==> src/rtl/simple_uart_rx_os.sv <==
// Oversampling UART receiver (8N1) with a show-ahead receive FIFO of 2^SIZE bytes.
// Define SIMPLE_UART_RX_MAJORITY_EN for 3-sample majority voting of every bit.
module simple_uart_rx_os #(
  parameter int unsigned SIZE = 4
) (
  input  logic        clk,
  input  logic        rst,
  input  logic        rx,
  input  logic [15:0] clkdiv,
  output logic [7:0]  fifo_out,
  input  logic        fifo_read,
  output logic [5:0]  fifo_level,
  output logic        fifo_empty,
  output logic        frame_err,
  output logic        overrun,
  output logic        busy
);

  localparam int unsigned DEPTH = 1 << SIZE;
  localparam logic [SIZE:0] FULL_LEVEL = {1'b1, {SIZE{1'b0}}};

`ifdef SIMPLE_UART_RX_MAJORITY_EN
  // The vote needs the sample after mid, so each decision lands one count later.
  localparam logic [16:0] LAT = 17'd1;
`else
  localparam logic [16:0] LAT = 17'd0;
`endif

  typedef enum logic [2:0] {IDLE, START, DATA, STOP, BREAK} state_t;

  state_t            state;
  logic              rx_meta;
  logic              rxs;
  logic [15:0]       period;
  logic [16:0]       cnt;
  logic [2:0]        bit_idx;
  logic [7:0]        shreg;
  logic              bit_val;
  logic              sample_now;
  logic              push;
  logic              do_read;
  logic              do_write;
  logic              full;
  logic [7:0]        mem [DEPTH];
  logic [SIZE-1:0]   wptr;
  logic [SIZE-1:0]   rptr;
  logic [SIZE:0]     count;

`ifdef SIMPLE_UART_RX_MAJORITY_EN
  logic              rxs_d1;
  logic              rxs_d2;

  always_ff @(posedge clk) begin
    if (rst) begin
      rxs_d1 <= 1'b1;
      rxs_d2 <= 1'b1;
    end else begin
      rxs_d1 <= rxs;
      rxs_d2 <= rxs_d1;
    end
  end
`endif

  always_ff @(posedge clk) begin
    if (rst) begin
      rx_meta <= 1'b1;
      rxs     <= 1'b1;
    end else begin
      rx_meta <= rx;
      rxs     <= rx_meta;
    end
  end

  always_comb begin
`ifdef SIMPLE_UART_RX_MAJORITY_EN
    bit_val = (rxs_d2 & rxs_d1) | (rxs_d2 & rxs) | (rxs_d1 & rxs);
`else
    bit_val = rxs;
`endif
    sample_now = 1'b0;
    case (state)
      START:      sample_now = (cnt == ({1'b0, period >> 1} + LAT));
      DATA, STOP: sample_now = (cnt == ({1'b0, period} + LAT));
      default:    sample_now = 1'b0;
    endcase
    push = (state == STOP) && sample_now && bit_val;
  end

  always_ff @(posedge clk) begin
    if (rst) begin
      state     <= IDLE;
      period    <= '0;
      cnt       <= '0;
      bit_idx   <= '0;
      shreg     <= '0;
      frame_err <= 1'b0;
    end else begin
      frame_err <= 1'b0;
      cnt       <= cnt + 17'd1;
      case (state)
        IDLE: begin
          if (!rxs) begin
            state  <= START;
            period <= clkdiv;
            cnt    <= '0;
          end
        end
        START: begin
          if (sample_now) begin
            if (bit_val) begin
              state <= IDLE;
            end else begin
              state   <= DATA;
              cnt     <= LAT;
              bit_idx <= '0;
            end
          end
        end
        DATA: begin
          if (sample_now) begin
            shreg <= {bit_val, shreg[7:1]};
            cnt   <= LAT;
            if (bit_idx == 3'd7) state <= STOP;
            else                 bit_idx <= bit_idx + 3'd1;
          end
        end
        STOP: begin
          if (sample_now) begin
            if (bit_val) begin
              state <= IDLE;
            end else begin
              frame_err <= 1'b1;
              state     <= BREAK;
            end
          end
        end
        BREAK: begin
          if (rxs) state <= IDLE;
        end
        default: state <= IDLE;
      endcase
    end
  end

  assign busy = (state != IDLE);

  // A pop in the same cycle frees the head slot, so a push into a full FIFO is still accepted.
  assign full     = (count == FULL_LEVEL);
  assign do_read  = fifo_read && !fifo_empty;
  assign do_write = push && (!full || do_read);

  always_ff @(posedge clk) begin
    if (rst) begin
      wptr    <= '0;
      rptr    <= '0;
      count   <= '0;
      overrun <= 1'b0;
    end else begin
      overrun <= push && full && !do_read;
      if (do_write) wptr <= wptr + 1'b1;
      if (do_read)  rptr <= rptr + 1'b1;
      case ({do_write, do_read})
        2'b10:   count <= count + 1'b1;
        2'b01:   count <= count - 1'b1;
        default: count <= count;
      endcase
    end
  end

  always_ff @(posedge clk) begin
    if (do_write) mem[wptr] <= shreg;
  end

  assign fifo_out   = mem[rptr];
  assign fifo_empty = (count == '0);
  assign fifo_level = 6'(count);

endmodule

==> config.mk <==
export PLATFORM = sky130hd
export DESIGN_NAME = simple_uart_rx_os
export DESIGN_NICKNAME = d
export VERILOG_FILES = /design/src/rtl/simple_uart_rx_os.sv
export SDC_FILE = /design/constraint.sdc
export NUM_CORES = 1
export LEC_CHECK = 0
export BUFFER_PORTS_ARGS = -buffer_cell sky130_fd_sc_hd__buf_2
export CAP_MARGIN = 20
export CORE_MARGIN = 5
export CORE_UTILIZATION = 35
export DETAILED_ROUTE_END_ITERATION = 10
export SLEW_MARGIN = 20
export SYNTH_ARGS = -nofsm -noshare
export SYNTH_HDL_FRONTEND = slang
export SYNTH_SLANG_ARGS = --single-unit
==> constraint.sdc <==
create_clock -name clk -period 4.7 [get_ports clk]
set_input_delay 0.235 -clock clk [delete_from_list [all_inputs] [get_ports clk]]
set_output_delay 0.235 -clock clk [all_outputs]
set_load 0.005 [all_outputs]
; ---- Word level (Yosys, flattened, before mapping)
; Memory sizes are Yosys's and may differ from the RTL's. A register that Yosys moved wholly into a read port is not among the register bits.
; Cells that the tools add are included.
[word_totals]
out_inout_bits = 18
mem_count = 1
mem_bits_rw = 128
inputBits = 20
wordCells = 86
ff_bits = 64
[op_classes]
n_eq_ne = 18
bitwise = 3
n_reduce_logical = 21
n_mux = 25
addsub = 6
[memory_table]
columns = name, words, word_bits, rd, rd_ports_with_merged_regs, write_ports, line_no
row1 = mem, 16, 8, 1, 1, 1, 44  ; logic [7:0] mem [DEPTH];
[op_table]
columns = operator, n
row1 = $mux W17, 3
row2 = $pmux W17 S3, 1
row3 = $mux W3, 11
row4 = $add A17 B1 Y17 const B, 1
row5 = $eq A17 B15 Y1, 1
row6 = $eq A17 B16 Y1, 1
row7 = $ne A2 B2 Y1 const B, 8
row8 = $pmux W3 S5, 1
row9 = $pmux W5 S2, 1
row10 = $add A4 B1 Y4 const B, 2
row11 = $mux W4, 2
row12 = $eq A3 B2 Y1 const B, 2
row13 = $eq A3 B3 Y1 const B, 2
row14 = $logic_and A1 B1 Y1, 6
row15 = $pmux W3 S2, 1
row16 = $reduce_and A6 Y1, 1
row17 = $add A5 B1 Y5 const B, 1
row18 = $eq A5 B5 Y1 const B, 1
row19 = $logic_not A5 Y1, 1
row20 = $reduce_and A5 Y1, 1
row21 = $sub A5 B1 Y5 const B, 1
row22 = $reduce_and A2 Y1, 2
row23 = $reduce_bool A2 Y1, 2
row24 = $add A3 B1 Y3 const B, 1
row25 = other kinds (13), 19

; ---- Depth between registers and ports, before layout
[logic_depth]
word_depth = 8
ltp_mapped = 15
ltp_nobuf = 12

; ---- Least setup slack after synthesis
; No wires, ideal clock.
[synth_timing]
path_type = register to register
start = reg state[1]
end = mem mem[3][0], enable pin
slack_ns = 1.675
setup_time_ns = 0.383
path_stages_with_launch = 10
period_less_slack_ns = 3.025
required_time_ns = 4.317
t_arrival_ns = 2.641
path_cell_list = dfxtp_1 > buf_6 > nor2b_4 > buf_6 > mux2i_1 > xnor2_1 > or3_4 > nor4_4 > nand2_1 > nor3_1
[synth_via]
elab_chain_cells = 8
elab_cells_between_ends = 10
classes_between = 3 x eq/ne / 3 x mux / 4 x reduce/logical
[synth_rtl]
columns = element, line_no
row1 = from (decl), 31  ; state_t state;
row2 = from (signal assigned), 91  ; state <= IDLE;
row3 = from (signal assigned), 103  ; state <= START;
row4 = from (signal assigned), 111  ; state <= IDLE;
row5 = $eq A3 B2 Y1 (on tied branches), "81, 86"
row6 = $reduce_or A2 Y1, 81  ; case (state)
row7 = $pmux W1 S2, 81
row8 = $logic_and A1 B1 Y1 * (2 in series), 86  ; push = (state == STOP) && sample_now && bit_val;
row9 = $logic_and A1 B1 Y1 *, 150  ; assign do_write = push && (!full || do_read);
row10 = $mux W1 *, 171  ; if (do_write) mem[wptr] <= shreg;
row11 = $mux W1 (implied by the code) *, 171
row12 = to (decl), 44
; Mark *: on every way between the ends. The rest lies on a longest branch, timed or not.

; ---- Worst setup path in the final report
[layout_timing]
start = reg state[1]
end = mem mem[14][3], enable pin
; The elaborated chain is that of the path after synthesis.

==> out/qor.csv <==
stage,metric,value,unit
synthesis,seq_area_frac_synth,62.5,%
global_routing,grt_use_total,13.8,%
clock_network,cts_tree,built,
cells_and_area,final_core_util,39.9,%
floorplan,row_count,56,
power_and_ir_drop,power.leakage,3.13,nW
critical_path,slowest_delay,720,ps
cells_and_area,n_fill_cell,2208,
critical_path,cp_max_fo,11,
cells_and_area,fin_nets,653,
sta,hold_viol,0,
global_routing,grt_pass1_vias,4979,
critical_path,crit_required,4760,ps
synthesis,synth_top_area_cell,edfxtp_1,
sta,worstMarginPinSlew,1030,ps
sta,rsz0062_at_grt,false,
critical_path,end_kind,register,
synthesis,synth_edf_count,128,
critical_path,cp_top_family,simple AND/OR/NAND/NOR gates,
synthesis,synth_area_leaders,"edfxtp_1 (46%), dfxtp_1 (16%), mux4_2 (11%)",
synthesis,yosys.cell_types.count,57,
cells_and_area,layout-drive-gt1-share,20.9,%
worst_hold_path,min_from,clkdiv[14],
sta,max_slew_margin,31.4,%
clock_network,root_buffer,clkbuf_16,
critical_path,crit_start,state[1],
critical_path,timing.rr.start,state[1],
sta,worst_slack,1170,ps
power_and_ir_drop,total_power,4.05,mW
cells_and_area,syn_to_final_growth,12.3,%
drt,drtIter0Drc,469,
drt,drt_pass1_iterations,6,
clock_network,clock_path_buffers,2,
cells_and_area,design_area,9350,µm²
worst_hold_path,worst_hold_path_type,input port to register,
placed_design,gp_congestion,0.867,
clock_network,cts_hold_buf,1,
placed_design,place_ws,1210,ps
sta,min_period,3530,ps
power_and_ir_drop,powerDensity,433,nW/µm²
floorplan,coreArea,23500,µm²
clock_network,postCtsSetupBuffers,0,
floorplan,die_area,27000,µm²
clock_network,numCtsBuffers,17,
floorplan,io_pins,38,
synthesis,ys_ff_latch,196,
placed_design,dp_hpwl,11700,µm
sta,finalClockSkew,11.8,ps
critical_path,path_buf_inv,0,
drt,routedWlPerCell,18.4,µm
placed_design,placed_area,8770,µm²
global_routing,grt.overflow.total,0,
synthesis,syn-mean-instance-area,13.9,µm²
sta,setup_tns,0,ps
synthesis,synth_flop_cell,edfxtp_1,
clock_network,clk_latency,440,ps
placed_design,portBuffers,36,
cells_and_area,final-instance-count-excl-fill,955,
synthesis,netlist_instances,598,
critical_path,arrival,3590,ps
clock_network,cts_sinks,196,
global_routing,grt_pass1_wl,28200,µm
sta,whs,39.3,ps
critical_path,path_cells,"nand2b_4, or4_1, a21o_1, nor4_4, nand2_1, nor2_1",
sta,drv_slew,0,
job,cap_viol_max_count,0,
critical_path,slowest_stage,nor2_1,
clock_network,clk_pin_slew,70,ps
global_routing,antenna_found_initial,0,
global_routing,grt_max_degree,67,
sta,setup_viol,0,
floorplan,dieHeight,164,µm
drt,vias,4918,
synthesis,synth_nets,628,
drt,vias_per_cell,5.15,
clock_network,htree_num_levels,4,
clock_network,cts_resized,0,
drt,ant_nets,0,
synthesis,async_flop_share,0,%
floorplan,die_x,164,µm
synthesis,synth_top_area_share,46.2,%
power_and_ir_drop,irDropWorstVdd,0.000236,V
drt,postRouteWirelength,17600,µm
sta,fin_crit_sh,75.2,%
floorplan,initial_core_util,35.5,%
placed_design,placed_cells,922,
cells_and_area,diodes,0,
outcome,status,finished clean,
critical_path,crit_type,register to register,
synthesis,synth-warning-count,0,
drt,drc,0,
sta,fmax,283,MHz
critical_path,startpoint_type,register,
synthesis,syn_area,8330,µm²
-- cells in the mapped netlist, types with 5 or more instances --
cell,count
clkbuf_1,22
edfxtp_1,128
nand2_1,50
xnor2_1,20
mux4_2,40
ha_1,10
xor2_1,17
buf_1,6
a31oi_1,6
dfxtp_1,68
nand4_1,8
mux2i_1,15
nor2_1,41
inv_1,17
and3_1,8
or2_2,5
nand3_1,13
nor3_1,29
o21ai_0,5
a21oi_1,24
-- routing by layer --
metal / wire (µm) / share of wire (%) / vias up / global-route usage, %
li1: - / - / 2279 / -
met1: 7940 / 45 / 2488 / 18.7
met2: 8570 / 49 / 134 / 22.2
met3: 841 / 4.8 / 17 / 3.36
met4: 252 / 1.4 / 0 / 3.74
met5: 0 / 0 / - / 0
-- registers in the layout (all words and copies together), names as in the netlist, named ones only --
| register | count |
|---|---|
| state | 3 |
| shreg | 8 |
| cnt | 17 |
| overrun | 1 |
| rx_meta | 1 |
| mem | 128 |
| period | 16 |
| bit_val | 1 |
| count | 5 |
| bit_idx | 3 |
| rptr | 4 |
| wptr | 4 |
| frame_err | 1 |
-- worst register-to-register path, cell delays in order (launching register included) --
cell and delay [ps]:
dfxtp_1 560, nand2b_4 200, or4_1 620, a21o_1 220, nor4_4 590, nand2_1 250
nor2_1 720
-- layout make-up --
cell class / count / area (µm²) / area share, %
tap: 319 / 399 / 4.27
clock buffer: 17 / 425 / 4.55
sequential: 196 / 5210 / 55.7
timing repair buffer: 43 / 235 / 2.51
clock inverter: 15 / 146 / 1.57
multi-input combinational: 348 / 2880 / 30.8
inverter: 17 / 63.8 / 0.682
-- final timing paths --
check	to	depth (start not counted)	slack (ps)
min reg2reg	bit_val	1	410
max	mem[14][3]	6	1170
max reg2reg	mem[14][3]	6	1170
min	period[14]	3	40
-- power by group --
group | internal (mW) | total, mW | leakage, nW | switching (mW)
clock network | 0.710 | 1.41 | 0.280 | 0.696
logic | 0.369 | 0.655 | 1.11 | 0.286
registers | 1.85 | 1.99 | 1.74 | 0.137
total | 2.93 | 4.05 | 3.13 | 1.12
-- placed cells by master (no fill, tap or decap), types with 4 or more instances in the layout --
cell	count
nor2_1	41
o21ai_0	5
a21oi_1	24
and3_1	8
inv_1	17
nand4_1	8
nor3_1	29
mux4_2	40
buf_2	36
inv_8	7
ha_1	10
a31oi_1	6
dfxtp_1	66
edfxtp_1	128
nor2b_1	4
nand3_1	13
buf_4	6
nand2b_1	4
xnor2_1	20
xor2_1	17
mux2i_1	15
nand2_1	50
clkbuf_16	17
or2_2	5
-- logic make-up after synthesis --
kind of cell    share of synthesized area, %
fa+ha+maj                               1.50
buf+inv                                 2.96
simple gates                            11.0
compound gates                          4.78
flops                                   62.5
xor+xnor                                3.89
other cells                           0.0450
mux                                     13.3
No activity file was read; power rests on OpenSTA's default activity.
